===== config.mk =====
export PLATFORM = sky130hd
export DESIGN_NAME = hh_current_scheduler_flat
export DESIGN_NICKNAME = d
export VERILOG_FILES = /design/src/rtl/hh_current_scheduler_if.sv /design/src/rtl/hh_current_scheduler.sv /design/src/flat_wrapper.sv
export SDC_FILE = /design/constraint.sdc
export NUM_CORES = 1
export LEC_CHECK = 0
export BUFFER_PORTS_ARGS = -buffer_cell sky130_fd_sc_hd__buf_2
export CORE_ASPECT_RATIO = 0.5
export CORE_MARGIN = 2
export CORE_UTILIZATION = 53
export CTS_CLUSTER_SIZE = 14
export DETAILED_ROUTE_END_ITERATION = 7
export PLACE_DENSITY = 0.81
export REMOVE_ABC_BUFFERS = 1
export SLEW_MARGIN = 20
export SYNTH_ARGS = -nofsm -noshare
export SYNTH_HDL_FRONTEND = slang
export SYNTH_SLANG_ARGS = --single-unit
export TNS_END_PERCENT = 30

===== constraint.sdc =====
create_clock -name clk -period 2.9 [get_ports clk]
set_input_delay 0.29 -clock clk [delete_from_list [all_inputs] [get_ports clk]]
set_output_delay 0.29 -clock clk [all_outputs]
set_load 0.1 [all_outputs]

===== src/rtl/hh_current_scheduler_if.sv =====
// Scheduler bundle: step control, V read port, compute-unit handshake and I_ion write port.
// master = scheduler side, slave = neuron memories / compute unit / step controller side.
interface hh_current_scheduler_if #(
    parameter int IDX_W = 2
);
    logic                    step_start;
    logic [15:0]             dt;
    logic                    busy;
    logic                    step_done;
    logic [IDX_W-1:0]        v_addr;
    logic signed [15:0]      v_data;
    logic                    cu_start;
    logic [1:0]              cu_sel;
    logic signed [15:0]      cu_V;
    logic [15:0]             cu_dt;
    logic                    cu_done;
    logic signed [15:0]      cu_I;
    logic                    i_we;
    logic [IDX_W-1:0]        i_addr;
    logic signed [15:0]      i_data;
    logic                    err_timeout;

    modport master (
        input  step_start, dt, v_data, cu_done, cu_I,
        output busy, step_done, v_addr, cu_start, cu_sel, cu_V, cu_dt,
               i_we, i_addr, i_data, err_timeout
    );

    modport slave (
        output step_start, dt, v_data, cu_done, cu_I,
        input  busy, step_done, v_addr, cu_start, cu_sel, cu_V, cu_dt,
               i_we, i_addr, i_data, err_timeout
    );
endinterface


===== src/rtl/hh_current_scheduler.sv =====
// Shares one ion-current compute unit across all neurons each timestep, summing channel currents
// with saturation. Optional WAIT watchdog is enabled by defining SCHED_TIMEOUT_EN.
module hh_current_scheduler #(
    parameter int NUM_NEURONS = 4,
    parameter int NUM_CH      = 3,
    parameter int IDX_W       = 2,
    parameter int TIMEOUT     = 255
) (
    input  logic                    clk,
    input  logic                    rst,
    hh_current_scheduler_if.master  bus
);
    typedef enum logic [2:0] {IDLE, FETCH, ISSUE, WAIT, WRITE, DONE} state_t;

    localparam logic [IDX_W-1:0] LAST_N  = IDX_W'(NUM_NEURONS - 1);
    localparam logic [1:0]       LAST_CH = 2'(NUM_CH - 1);

    state_t             state_reg;
    logic [IDX_W-1:0]   n_reg;
    logic [1:0]         ch_reg;
    logic signed [15:0] acc_reg;
    logic signed [15:0] cu_v_reg;
    logic [15:0]        cu_dt_reg;
    logic               busy_reg;
    logic               step_done_reg;
    logic               cu_start_reg;
    logic               i_we_reg;
    logic signed [15:0] i_data_reg;

    logic [16:0]        sum_next;
    logic signed [15:0] sat_next;
    logic signed [15:0] acc_next;
    logic               wait_exp;

`ifdef SCHED_TIMEOUT_EN
    localparam int TW = $clog2(TIMEOUT + 1);
    logic [TW-1:0] wait_cnt_reg;
    logic          err_reg;
    assign wait_exp        = !bus.cu_done && (wait_cnt_reg == TW'(TIMEOUT - 1));
    assign bus.err_timeout = err_reg;
`else
    assign wait_exp        = 1'b0;
    assign bus.err_timeout = 1'b0;
`endif

    // 17-bit sum overflows 16 bits exactly when its top two bits differ.
    always_comb begin
        sum_next = {acc_reg[15], acc_reg} + {bus.cu_I[15], bus.cu_I};
        if (sum_next[16] != sum_next[15])
            sat_next = sum_next[16] ? 16'sh8000 : 16'sh7fff;
        else
            sat_next = sum_next[15:0];
        acc_next = bus.cu_done ? sat_next : acc_reg;
    end

    always_ff @(posedge clk or posedge rst) begin
        if (rst) begin
            state_reg     <= IDLE;
            n_reg         <= '0;
            ch_reg        <= '0;
            acc_reg       <= '0;
            cu_v_reg      <= '0;
            cu_dt_reg     <= '0;
            busy_reg      <= 1'b0;
            step_done_reg <= 1'b0;
            cu_start_reg  <= 1'b0;
            i_we_reg      <= 1'b0;
            i_data_reg    <= '0;
`ifdef SCHED_TIMEOUT_EN
            wait_cnt_reg  <= '0;
            err_reg       <= 1'b0;
`endif
        end else begin
            case (state_reg)
                IDLE: begin
                    if (bus.step_start) begin
                        n_reg     <= '0;
                        cu_dt_reg <= bus.dt;
                        busy_reg  <= 1'b1;
                        state_reg <= FETCH;
                    end
                end
                FETCH: begin
                    cu_v_reg     <= bus.v_data;
                    acc_reg      <= '0;
                    ch_reg       <= '0;
                    cu_start_reg <= 1'b1;
                    state_reg    <= ISSUE;
                end
                ISSUE: begin
                    cu_start_reg <= 1'b0;
`ifdef SCHED_TIMEOUT_EN
                    wait_cnt_reg <= '0;
`endif
                    state_reg    <= WAIT;
                end
                WAIT: begin
                    acc_reg <= acc_next;
`ifdef SCHED_TIMEOUT_EN
                    wait_cnt_reg <= wait_cnt_reg + 1'b1;
                    if (wait_exp)
                        err_reg <= 1'b1;
`endif
                    // A timed-out channel advances with acc unchanged, i.e. contributes 0.
                    if (bus.cu_done || wait_exp) begin
                        if (ch_reg < LAST_CH) begin
                            ch_reg       <= ch_reg + 2'd1;
                            cu_start_reg <= 1'b1;
                            state_reg    <= ISSUE;
                        end else begin
                            i_we_reg   <= 1'b1;
                            i_data_reg <= acc_next;
                            state_reg  <= WRITE;
                        end
                    end
                end
                WRITE: begin
                    i_we_reg <= 1'b0;
                    if (n_reg < LAST_N) begin
                        n_reg     <= n_reg + 1'b1;
                        state_reg <= FETCH;
                    end else begin
                        step_done_reg <= 1'b1;
                        state_reg     <= DONE;
                    end
                end
                DONE: begin
                    step_done_reg <= 1'b0;
                    busy_reg      <= 1'b0;
                    state_reg     <= IDLE;
                end
                default: state_reg <= IDLE;
            endcase
        end
    end

    assign bus.busy      = busy_reg;
    assign bus.step_done = step_done_reg;
    assign bus.v_addr    = n_reg;
    assign bus.cu_start  = cu_start_reg;
    assign bus.cu_sel    = ch_reg;
    assign bus.cu_V      = cu_v_reg;
    assign bus.cu_dt     = cu_dt_reg;
    assign bus.i_we      = i_we_reg;
    assign bus.i_addr    = n_reg;
    assign bus.i_data    = i_data_reg;
endmodule

===== src/flat_wrapper.sv =====
// flat-port wrapper written by rule: the top's interface ports become plain ports
module hh_current_scheduler_flat 
#(
    parameter int NUM_NEURONS = 4,
    parameter int NUM_CH      = 3,
    parameter int IDX_W       = 2,
    parameter int TIMEOUT     = 255
)
  (clk, rst, bus_step_start, bus_dt, bus_v_data, bus_cu_done, bus_cu_I, bus_busy, bus_step_done, bus_v_addr, bus_cu_start, bus_cu_sel, bus_cu_V, bus_cu_dt, bus_i_we, bus_i_addr, bus_i_data, bus_err_timeout);
  hh_current_scheduler_if #(.IDX_W(IDX_W)) bus_i ();
  input  logic clk;
  input  logic rst;
  input wire logic [$bits(bus_i.step_start)-1:0] bus_step_start;
  input wire logic [$bits(bus_i.dt)-1:0] bus_dt;
  input wire logic [$bits(bus_i.v_data)-1:0] bus_v_data;
  input wire logic [$bits(bus_i.cu_done)-1:0] bus_cu_done;
  input wire logic [$bits(bus_i.cu_I)-1:0] bus_cu_I;
  output wire logic [$bits(bus_i.busy)-1:0] bus_busy;
  output wire logic [$bits(bus_i.step_done)-1:0] bus_step_done;
  output wire logic [$bits(bus_i.v_addr)-1:0] bus_v_addr;
  output wire logic [$bits(bus_i.cu_start)-1:0] bus_cu_start;
  output wire logic [$bits(bus_i.cu_sel)-1:0] bus_cu_sel;
  output wire logic [$bits(bus_i.cu_V)-1:0] bus_cu_V;
  output wire logic [$bits(bus_i.cu_dt)-1:0] bus_cu_dt;
  output wire logic [$bits(bus_i.i_we)-1:0] bus_i_we;
  output wire logic [$bits(bus_i.i_addr)-1:0] bus_i_addr;
  output wire logic [$bits(bus_i.i_data)-1:0] bus_i_data;
  output wire logic [$bits(bus_i.err_timeout)-1:0] bus_err_timeout;
  assign bus_i.step_start = bus_step_start;
  assign bus_i.dt = bus_dt;
  assign bus_i.v_data = bus_v_data;
  assign bus_i.cu_done = bus_cu_done;
  assign bus_i.cu_I = bus_cu_I;
  assign bus_busy = bus_i.busy;
  assign bus_step_done = bus_i.step_done;
  assign bus_v_addr = bus_i.v_addr;
  assign bus_cu_start = bus_i.cu_start;
  assign bus_cu_sel = bus_i.cu_sel;
  assign bus_cu_V = bus_i.cu_V;
  assign bus_cu_dt = bus_i.cu_dt;
  assign bus_i_we = bus_i.i_we;
  assign bus_i_addr = bus_i.i_addr;
  assign bus_i_data = bus_i.i_data;
  assign bus_err_timeout = bus_i.err_timeout;
  hh_current_scheduler #(.NUM_NEURONS(NUM_NEURONS), .NUM_CH(NUM_CH), .IDX_W(IDX_W), .TIMEOUT(TIMEOUT)) u_core (.clk(clk), .rst(rst), .bus(bus_i));
endmodule

Word level (Yosys, flattened, before mapping)
Cells that the tools add are included.

$mul: 0. Divide/modulo/power cells: 0. Bitwise logic cells: 1. Reduce and logical (&&, ||, !) cells: 16. Multiplexer cells: 25. Magnitude comparators: 2. $add $sub $neg: 3. Shift operators: 0. Eq/ne operators: 12.

Operator list (number): $mux W16 (3); $pmux W16 S2 (1); $add A16 B16 Y17 (1); $pmux W3 S5 (1); $reduce_and A3 Y1 (5); $mux W3 (4); $reduce_bool A2 Y1 (5); $mux W2 (4); $ne A2 B2 Y1 const B (4); $pmux W2 S2 (2); $reduce_and A2 Y1 (4); $eq A3 B2 Y1 const B (2); $eq A3 B3 Y1 const B (2); $mux W1 (6); $pmux W1 S2 (3); $add A2 B1 Y2 const B (2); $lt A2 B2 Y1 const B (2); $ne A2 B1 Y1 const B (2); $eq A3 B1 Y1 const B (1); $logic_not A3 Y1 (1); $pmux W1 S3 (1); $reduce_bool A3 Y1 (1); $ne A1 B1 Y1 (1); $not A1 Y1 (1).

Word-level logic and storage cells: 70. Memories: 0. Memory bits (writable): 0. Input bits: 52. Latch bits: 0. Bits in read-only memories: 0. Flip-flop bits (word level): 75.

Logic depth before layout (Yosys ltp)
Gate-level depths: netlist (run 1).

Word-level depth: 5. Depth in mapped cells: 10.

Worst setup path before layout (run 1)
OpenSTA, ideal clock, no wires.

Path type: register -> register. Start point: register u_core.acc_reg[0]. End point: register u_core.acc_reg[5]. Data required time: 2.813 ns. Cell stages (with the launch flop): 11. Period minus slack after synthesis: 2.572 ns. Buffers on the path: 1. Slack: 0.328 ns. Data arrival time: 2.484 ns. Path through: dfrtp_1 > ha_1 > inv_1 > fa_1 > o21bai_1 > a221oi_1 > o211ai_1 > o21ai_4 > buf_4 > maj3_2 > a211oi_2.

Cells in the longest elaborated chain, start to end: 5.

Ends and longest elaborated chain: start: declaration (line hh_current_scheduler.sv:21) `logic signed [15:0] acc_reg;`; start signal: assignment (line hh_current_scheduler.sv:98) `acc_reg <= acc_next;`; $add A16 B16 Y17 (*) (line hh_current_scheduler.sv:48) `sum_next = {acc_reg[15], acc_reg} + {bus.cu_I[15], bus.cu_I};`; $mux W16 or $ne A1 B1 Y1 (tied branches) (line hh_current_scheduler.sv:50, hh_current_scheduler.sv:49); $mux W16 (*) (line hh_current_scheduler.sv:49) `if (sum_next[16] != sum_next[15])`; $mux W16 (*) (line hh_current_scheduler.sv:53) `acc_next = bus.cu_done ? sat_next : acc_reg;`; $pmux W16 S2 (*) (line hh_current_scheduler.sv:74) `case (state_reg)`.

Every way passes the cells marked *; elsewhere a longest branch is shown, timed or not. A chain may end at the register's enable or synchronous reset.

Worst setup path in the final report (run 1)
Start point: register u_core.acc_reg[13]. End point: register u_core.acc_reg[6].

The elaborated chain is that of the path after synthesis.

==> impl_metrics.csv, run 1 <==
group,metric,value,unit
place,dp.cells,567,
global_route,track_usage,22.9,%
worst_setup_path,worstPathCellList,"ha_1 -> a21oi_2 -> a21boi_0 -> a2111o_1 -> a21oi_2 -> xnor2_2 -> buf_4 -> maj3_1 -> o41ai_2",
yosys,syn_area,4010,um^2
finish,diodes,0,
worst_setup_path,critPathKind,"reg2reg",
drt,ant_nets,0,
worst_setup_path,crit_start,"u_core.acc_reg[13]",
floorplan,die_height,65.5,um
sta,worst_pin_slew,0.688,ns
clock_network,clockBufferDepth,2,
place,portBuffers,109,
worst_setup_path,arrival,2.93,ns
sta,final_hold_viol_count,0,
yosys,synth_top_area_cell,"dfrtp_1",
run,maxCapViolations,0,
global_route,grt_pass1_vias,3191,
floorplan,die_w,127,um
yosys,synth_commonest_cells,"dfrtp_1 (75), mux2_2 (34), nor2_1 (34)",
yosys,muxShareOfSynthArea,9.79,%
finish,multi_input_area,2000,um^2
finish,layout-drive-gt1-share,41.7,%
worst_setup_path,startpoint_type,"flop",
worst_hold_path,hp-class,"in2async",
drt,drc,0,
sta,finalSetupViolations,0,
yosys,synthTopCellsByArea,"dfrtp_1 (47%), mux2_2 (9.5%), ha_1 (5.3%)",
yosys,synth_area_per_cell,10.8,um^2
yosys,synth_edf_count,0,
drt,vias,3208,
clock_network,clock-sinks,75,
clock_network,clk_latency,0.33,ns
worst_setup_path,r2r-start,"u_core.acc_reg[13]",
worst_setup_path,reg2reg_slack,0.19,ns
worst_setup_path,end_kind,"flop",
outcome,status,"complete, no violations",
worst_setup_path,required,3.12,ns
sta,slew_viol_final,0,
sta,finClkSkew,0.00416,ns
clock_network,path_clk_slew,0.06,ns
floorplan,core,7320,um^2
floorplan,start_util,54.8,%
clock_network,htreeDepth,3,
worst_setup_path,regToRegEndpoint,"u_core.acc_reg[6]",
yosys,ys_seq_area_share,46.8,%
sta,finalCriticalPeriod,2.71,ns
global_route,grt_max_degree,34,
clock_network,cts_tree,"yes",
drt,wl_per_cell,15.1,um
worst_setup_path,max_stage_delay,0.42,ns
yosys,synth-seq-cells,75,
yosys,synthAdderAreaFrac,9.86,%
worst_setup_path,path_common_cell,"a21oi_2",
global_route,overflow,0,
yosys,yosys_warnings,0,
floorplan,rows,22,
yosys,yosys.area_share.simple,10.4,%
place,pre_cts_ws,0.0407,ns
sta,clock.fmax,369,MHz
finish,syn_to_final_growth,25.6,%
drt,routed_wl,8820,um
yosys,synthXorXnorAreaFrac,2.59,%
sta,setup_slack,0.187,ns
yosys,synth_ff_type,"dfrtp_1",
global_route,antenna_found_initial,0,
finish,nFillCells,571,
drt,firstDrtPassIters,4,
drt,viasPerCell,5.50,
drt,drt_iter0_drc,208,
yosys,synth_top_area_share,46.8,%
clock_network,cts_buffers,9,
place,globalplace.congestion,0.905,
yosys,synth_most_common_cell,"dfrtp_1",
yosys,synth_compound_area_share,16.4,%
sta,max-slew-margin-rel,54.0,%
sta,period_share,93.6,%
yosys,synth_top_family_by_area,"compound AO/OA/AOI/OAI gates",
finish,finalNonFillerCells,583,
yosys,yosysUniqueCellTypes,59,
worst_setup_path,slowest_stage,"a2111o_1",
worst_setup_path,worstPathMaxFanout,8,
clock_network,hold_buffers,0,
global_route,grt_first_pass_wirelength,14800,um
clock_network,clockRootBuffer,"clkbuf_16",
floorplan,die-area,8320,um^2
worst_setup_path,r2r_cells,9,
place,dp_hpwl,6390,um
yosys,syn-instance-count,371,
floorplan,io_pins,111,
yosys,synth-async-reset-ratio,100,%
finish,fin_nets,553,
finish,regArea,1880,um^2
## worst max-delay path, delay by kind of cell, from the launching register on
family / cells / cell delay (ns)
XOR/XNOR: 1 / 0.08
AO/OA/AOI/OAI: 5 / 1.18
adder cells (fa/ha/maj): 2 / 0.77
flip-flops: 1 / 0.39
buffers and inverters: 1 / 0.18
## stage by stage
| stage | util, % | setup TNS [ns] | hold slack, ns | area (um^2) |
|---|---|---|---|---|
| 5_1_grt | 68.8 | -0.00108 | 0.105 | 5040 |
| 6_report | 68.8 | 0 | 0.0579 | 5040 |
| 3_3_place_gp | 63.8 | 0 | 0.435 | 4670 |
| 2_1_floorplan | - | -22.04 | 0.391 | 3910 |
| 4_1_cts | 68.6 | 0 | 0.0752 | 5020 |
| 3_5_place_dp | 63.8 | 0 | 0.430 | 4670 |
## cell type report
class	instances	area share, %
Multi-Input combinational cell	261	39.7
Sequential cell	75	37.2
Timing Repair Buffer	121	12.6
Clock buffer	11	5.01
Tap cell	96	2.38
Clock inverter	4	1.94
Inverter	15	1.12
## cell usage in the layout (no fill, tap or decap), types with 9 or more instances in the layout
cell type	instances
buf_4	12
clkbuf_16	9
dfrtp_1	75
buf_2	109
a21oi_1	20
ha_1	17
a211oi_2	10
mux2_2	34
o21ai_0	21
nand2_1	27
nor2_1	33
maj3_2	10
inv_1	14
## per-layer routing
metal  vias up  share of wire (%)  global-route usage [%]
met5         -                  0                       0
met4         0                1.2                    6.73
met3        11                5.2                    6.84
met2        84                 49                    39.0
met1      1561                 44                    28.6
li1       1552                  -                       -
## repair_timing
| item | CTS | global route |
|---|---|---|
| buffers inserted | 0 | 1 |
| setup endpoints to repair | 0 | 20 |
| resized for setup | 0 | 2 |
## logic make-up (layout without fill, tap and decap cells)
group                      after synthesis  in the layout
AOI/OAI and AO/OA                       90             90
xor gates and xnor gates                11             11
adders and majority gates               33             33
buffers and inverters                   35            151
DFF                                     75             75
muxes                                   35             35
other                                    1              1
and+or+nand+nor                         91             91
## how the worst max path moves through the flow
stage | to | slack [ns]
after CTS | u_core.acc_reg[6] | 0.006
after global placement | u_core.acc_reg[6] | 0.21
final | u_core.acc_reg[6] | 0.19
after floorplan | u_core.bus.cu_V[0] | -0.67
after global routing | u_core.acc_reg[14] | -0.001
after detailed placement | u_core.acc_reg[6] | 0.04
Power of run 1 is not shown: default switching activity piles up to over one toggle a cycle in this logic, so the estimate is an artifact.
==> run 2: changes to the inputs <==
Settings changed: ABC_AREA set to 1, CELL_PAD_IN_SITES_DETAIL_PLACEMENT set to 1, CELL_PAD_IN_SITES_GLOBAL_PLACEMENT set to 1, CORE_UTILIZATION 53 to 42, PLACE_DENSITY 0.81 to unset, PLACE_DENSITY_LB_ADDON set to 0.1.
Clock period 2.9 ns to 3.4 ns, I/O delays scaled along.
==> impl_metrics.csv, run 2 <==
group,metric,value,unit
yosys,synth_ff_type,"dfrtp_1",
worst_setup_path,critPathBufInv,2,
global_route,track_usage,23.5,%
outcome,status,"complete, no violations",
worst_setup_path,critPathKind,"reg2reg",
worst_setup_path,r2r_cells,14,
yosys,syn_area,4280,um^2
drt,vias,3769,
yosys,muxShareOfSynthArea,8.41,%
worst_setup_path,end_kind,"flop",
floorplan,die-area,11100,um^2
yosys,ys_seq_area_share,43.8,%
drt,wl_per_cell,16.0,um
worst_setup_path,path_depth,14,
yosys,synth_commonest_cells,"nand2_1 (156), dfrtp_1 (75), inv_1 (57)",
clock_network,clockBufferDepth,2,
sta,clock.fmax,383,MHz
yosys,yosysUniqueCellTypes,38,
global_route,grt_max_degree,47,
yosys,synth_top_area_share,43.8,%
yosys,synth_top_area_cell,"dfrtp_1",
sta,tns,0,ns
clock_network,clock-sinks,75,
worst_setup_path,required,3.62,ns
yosys,yosys.area_share.simple,27.1,%
clock_network,clockRootBuffer,"clkbuf_16",
finish,fin_nets,697,
sta,finalCriticalPeriod,2.61,ns
drt,drc,0,
worst_setup_path,arrival,2.83,ns
clock_network,post_cts_buffers,0,
yosys,synth-async-reset-ratio,100,%
yosys,synth_area_per_cell,8.30,um^2
drt,drt_iter0_drc,139,
yosys,syn-instance-count,516,
worst_hold_path,hp-class,"in2async",
clock_network,htreeDepth,3,
worst_setup_path,crit_start,"u_core.acc_reg[0]",
sta,max-slew-margin-rel,42.1,%
floorplan,die_w,147,um
global_route,grt_pass1_vias,3971,
sta,worst_pin_slew,0.868,ns
place,dp_hpwl,9220,um
finish,nFillCells,1219,
drt,viasPerCell,4.91,
global_route,overflow,0,
finish,layout_common_cells,"nand2_1 (156), buf_2 (109), dfrtp_1 (75)",
sta,final_hold_viol_count,0,
finish,syn_to_final_growth,22.6,%
floorplan,core,9670,um^2
yosys,synth_most_common_cell,"nand2_1",
clock_network,cts_buffers,9,
place,globalplace.congestion,0.802,
finish,final_common_cell,"nand2_1",
yosys,synth-seq-cells,75,
finish,multi_input_area,2090,um^2
run,maxCapViolations,0,
worst_setup_path,worstPathMaxFanout,19,
sta,period_share,76.8,%
sta,rsz0062_at_grt,"false",
drt,routed_wl,12300,um
worst_setup_path,worstPathCellList,"ha_1 -> inv_1 -> fa_1 -> o21ai_1 -> nand3_2 -> nand2_4 -> nand2_4 -> nand3_2 -> nand2_2 -> a21oi_4 -> buf_4 -> nand2_1 -> nand2_1 -> o21ai_0",
yosys,synthAdderAreaFrac,5.43,%
clock_network,cts_resized,0,
floorplan,die_height,75.4,um
global_route,antenna_found_initial,0,
finish,regArea,1880,um^2
floorplan,start_util,44.3,%
floorplan,rows,25,
finish,diodes,0,
clock_network,clk_latency,0.34,ns
worst_setup_path,r2r-start,"u_core.acc_reg[0]",
clock_network,hold_buffers,0,
worst_setup_path,slowest_stage,"fa_1",
yosys,synth_edf_count,0,
worst_setup_path,max_stage_delay,0.44,ns
yosys,synthTopCellsByArea,"dfrtp_1 (44%), nand2_1 (14%), mux2_2 (8.4%)",
sta,finClkSkew,0.00943,ns
worst_setup_path,startpoint_type,"flop",
sta,slew_viol_final,0,
clock_network,cts_tree,"yes",
drt,ant_nets,0,
sta,finalSetupViolations,0,
floorplan,io_pins,111,
global_route,grt_first_pass_wirelength,19900,um
yosys,synth_top_family_by_area,"simple AND/OR/NAND/NOR gates",
drt,firstDrtPassIters,4,
yosys,yosys_warnings,0,
clock_network,path_clk_slew,0.07,ns
finish,layout-drive-gt1-share,32.8,%
worst_setup_path,crit_family,"adder cells",
yosys,synth_compound_area_share,5.76,%
place,portBuffers,109,
yosys,synthXorXnorAreaFrac,1.84,%
## run 2: kinds of logic (layout without fill, tap and decap cells)
family / count (synthesis) / after routing
simple gates: 264 / 264
flops: 75 / 75
mux: 32 / 32
compound gates: 41 / 41
xor+xnor: 9 / 9
other cells: 1 / 1
fa+ha+maj: 18 / 18
buf+inv: 76 / 192
## run 2: path summary, 6_finish.rpt
check	endpoint	slack, ns
hold / removal	u_core.bus.cu_dt[12]	0.14
setup reg to reg	u_core.acc_reg[1]	0.79
setup / recovery	u_core.acc_reg[1]	0.79
hold reg to reg	u_core.bus.i_we	0.50
min in group clk	u_core.bus.cu_dt[4]	0.23
max in group asynchronous	u_core.bus.cu_V[3]	2.51
## run 2: area by class of cell
type                    instances  area share [%]
repair buffers                114            11.1
flip-flops and latches         75            35.7
clock buffers                  10            4.36
clock inverters                 6            1.36
multi-input cells             365            39.8
inverters                      62            4.46
well taps                     135            3.22
## run 2: per-stage QoR
stage / hold WS (ns) / instance area, um^2 / setup slack [ns] / instances / utilization (%)
finish: 0.141 / 5250 / 0.789 / 767 / 54.3
CTS: 0.220 / 5250 / 0.789 / 767 / 54.3
global placement: 0.476 / 4950 / 0.849 / 751 / 51.2
floorplan: 0.467 / 4190 / 0.908 / 502 / -
global route: 0.215 / 5250 / 0.549 / 767 / 54.3
detailed placement: 0.486 / 4950 / 0.756 / 751 / 51.2
## run 2: layer usage
layer  track usage, %  vias to the layer above  share of wire (%)
met4             7.23                        0                1.1
met5                0                        -                  0
met2             39.4                       96                 45
met3             7.43                        8                7.1
met1             30.0                     1824                 47
li1                 -                     1841                  -
Power of run 2 is left out for the same reason.
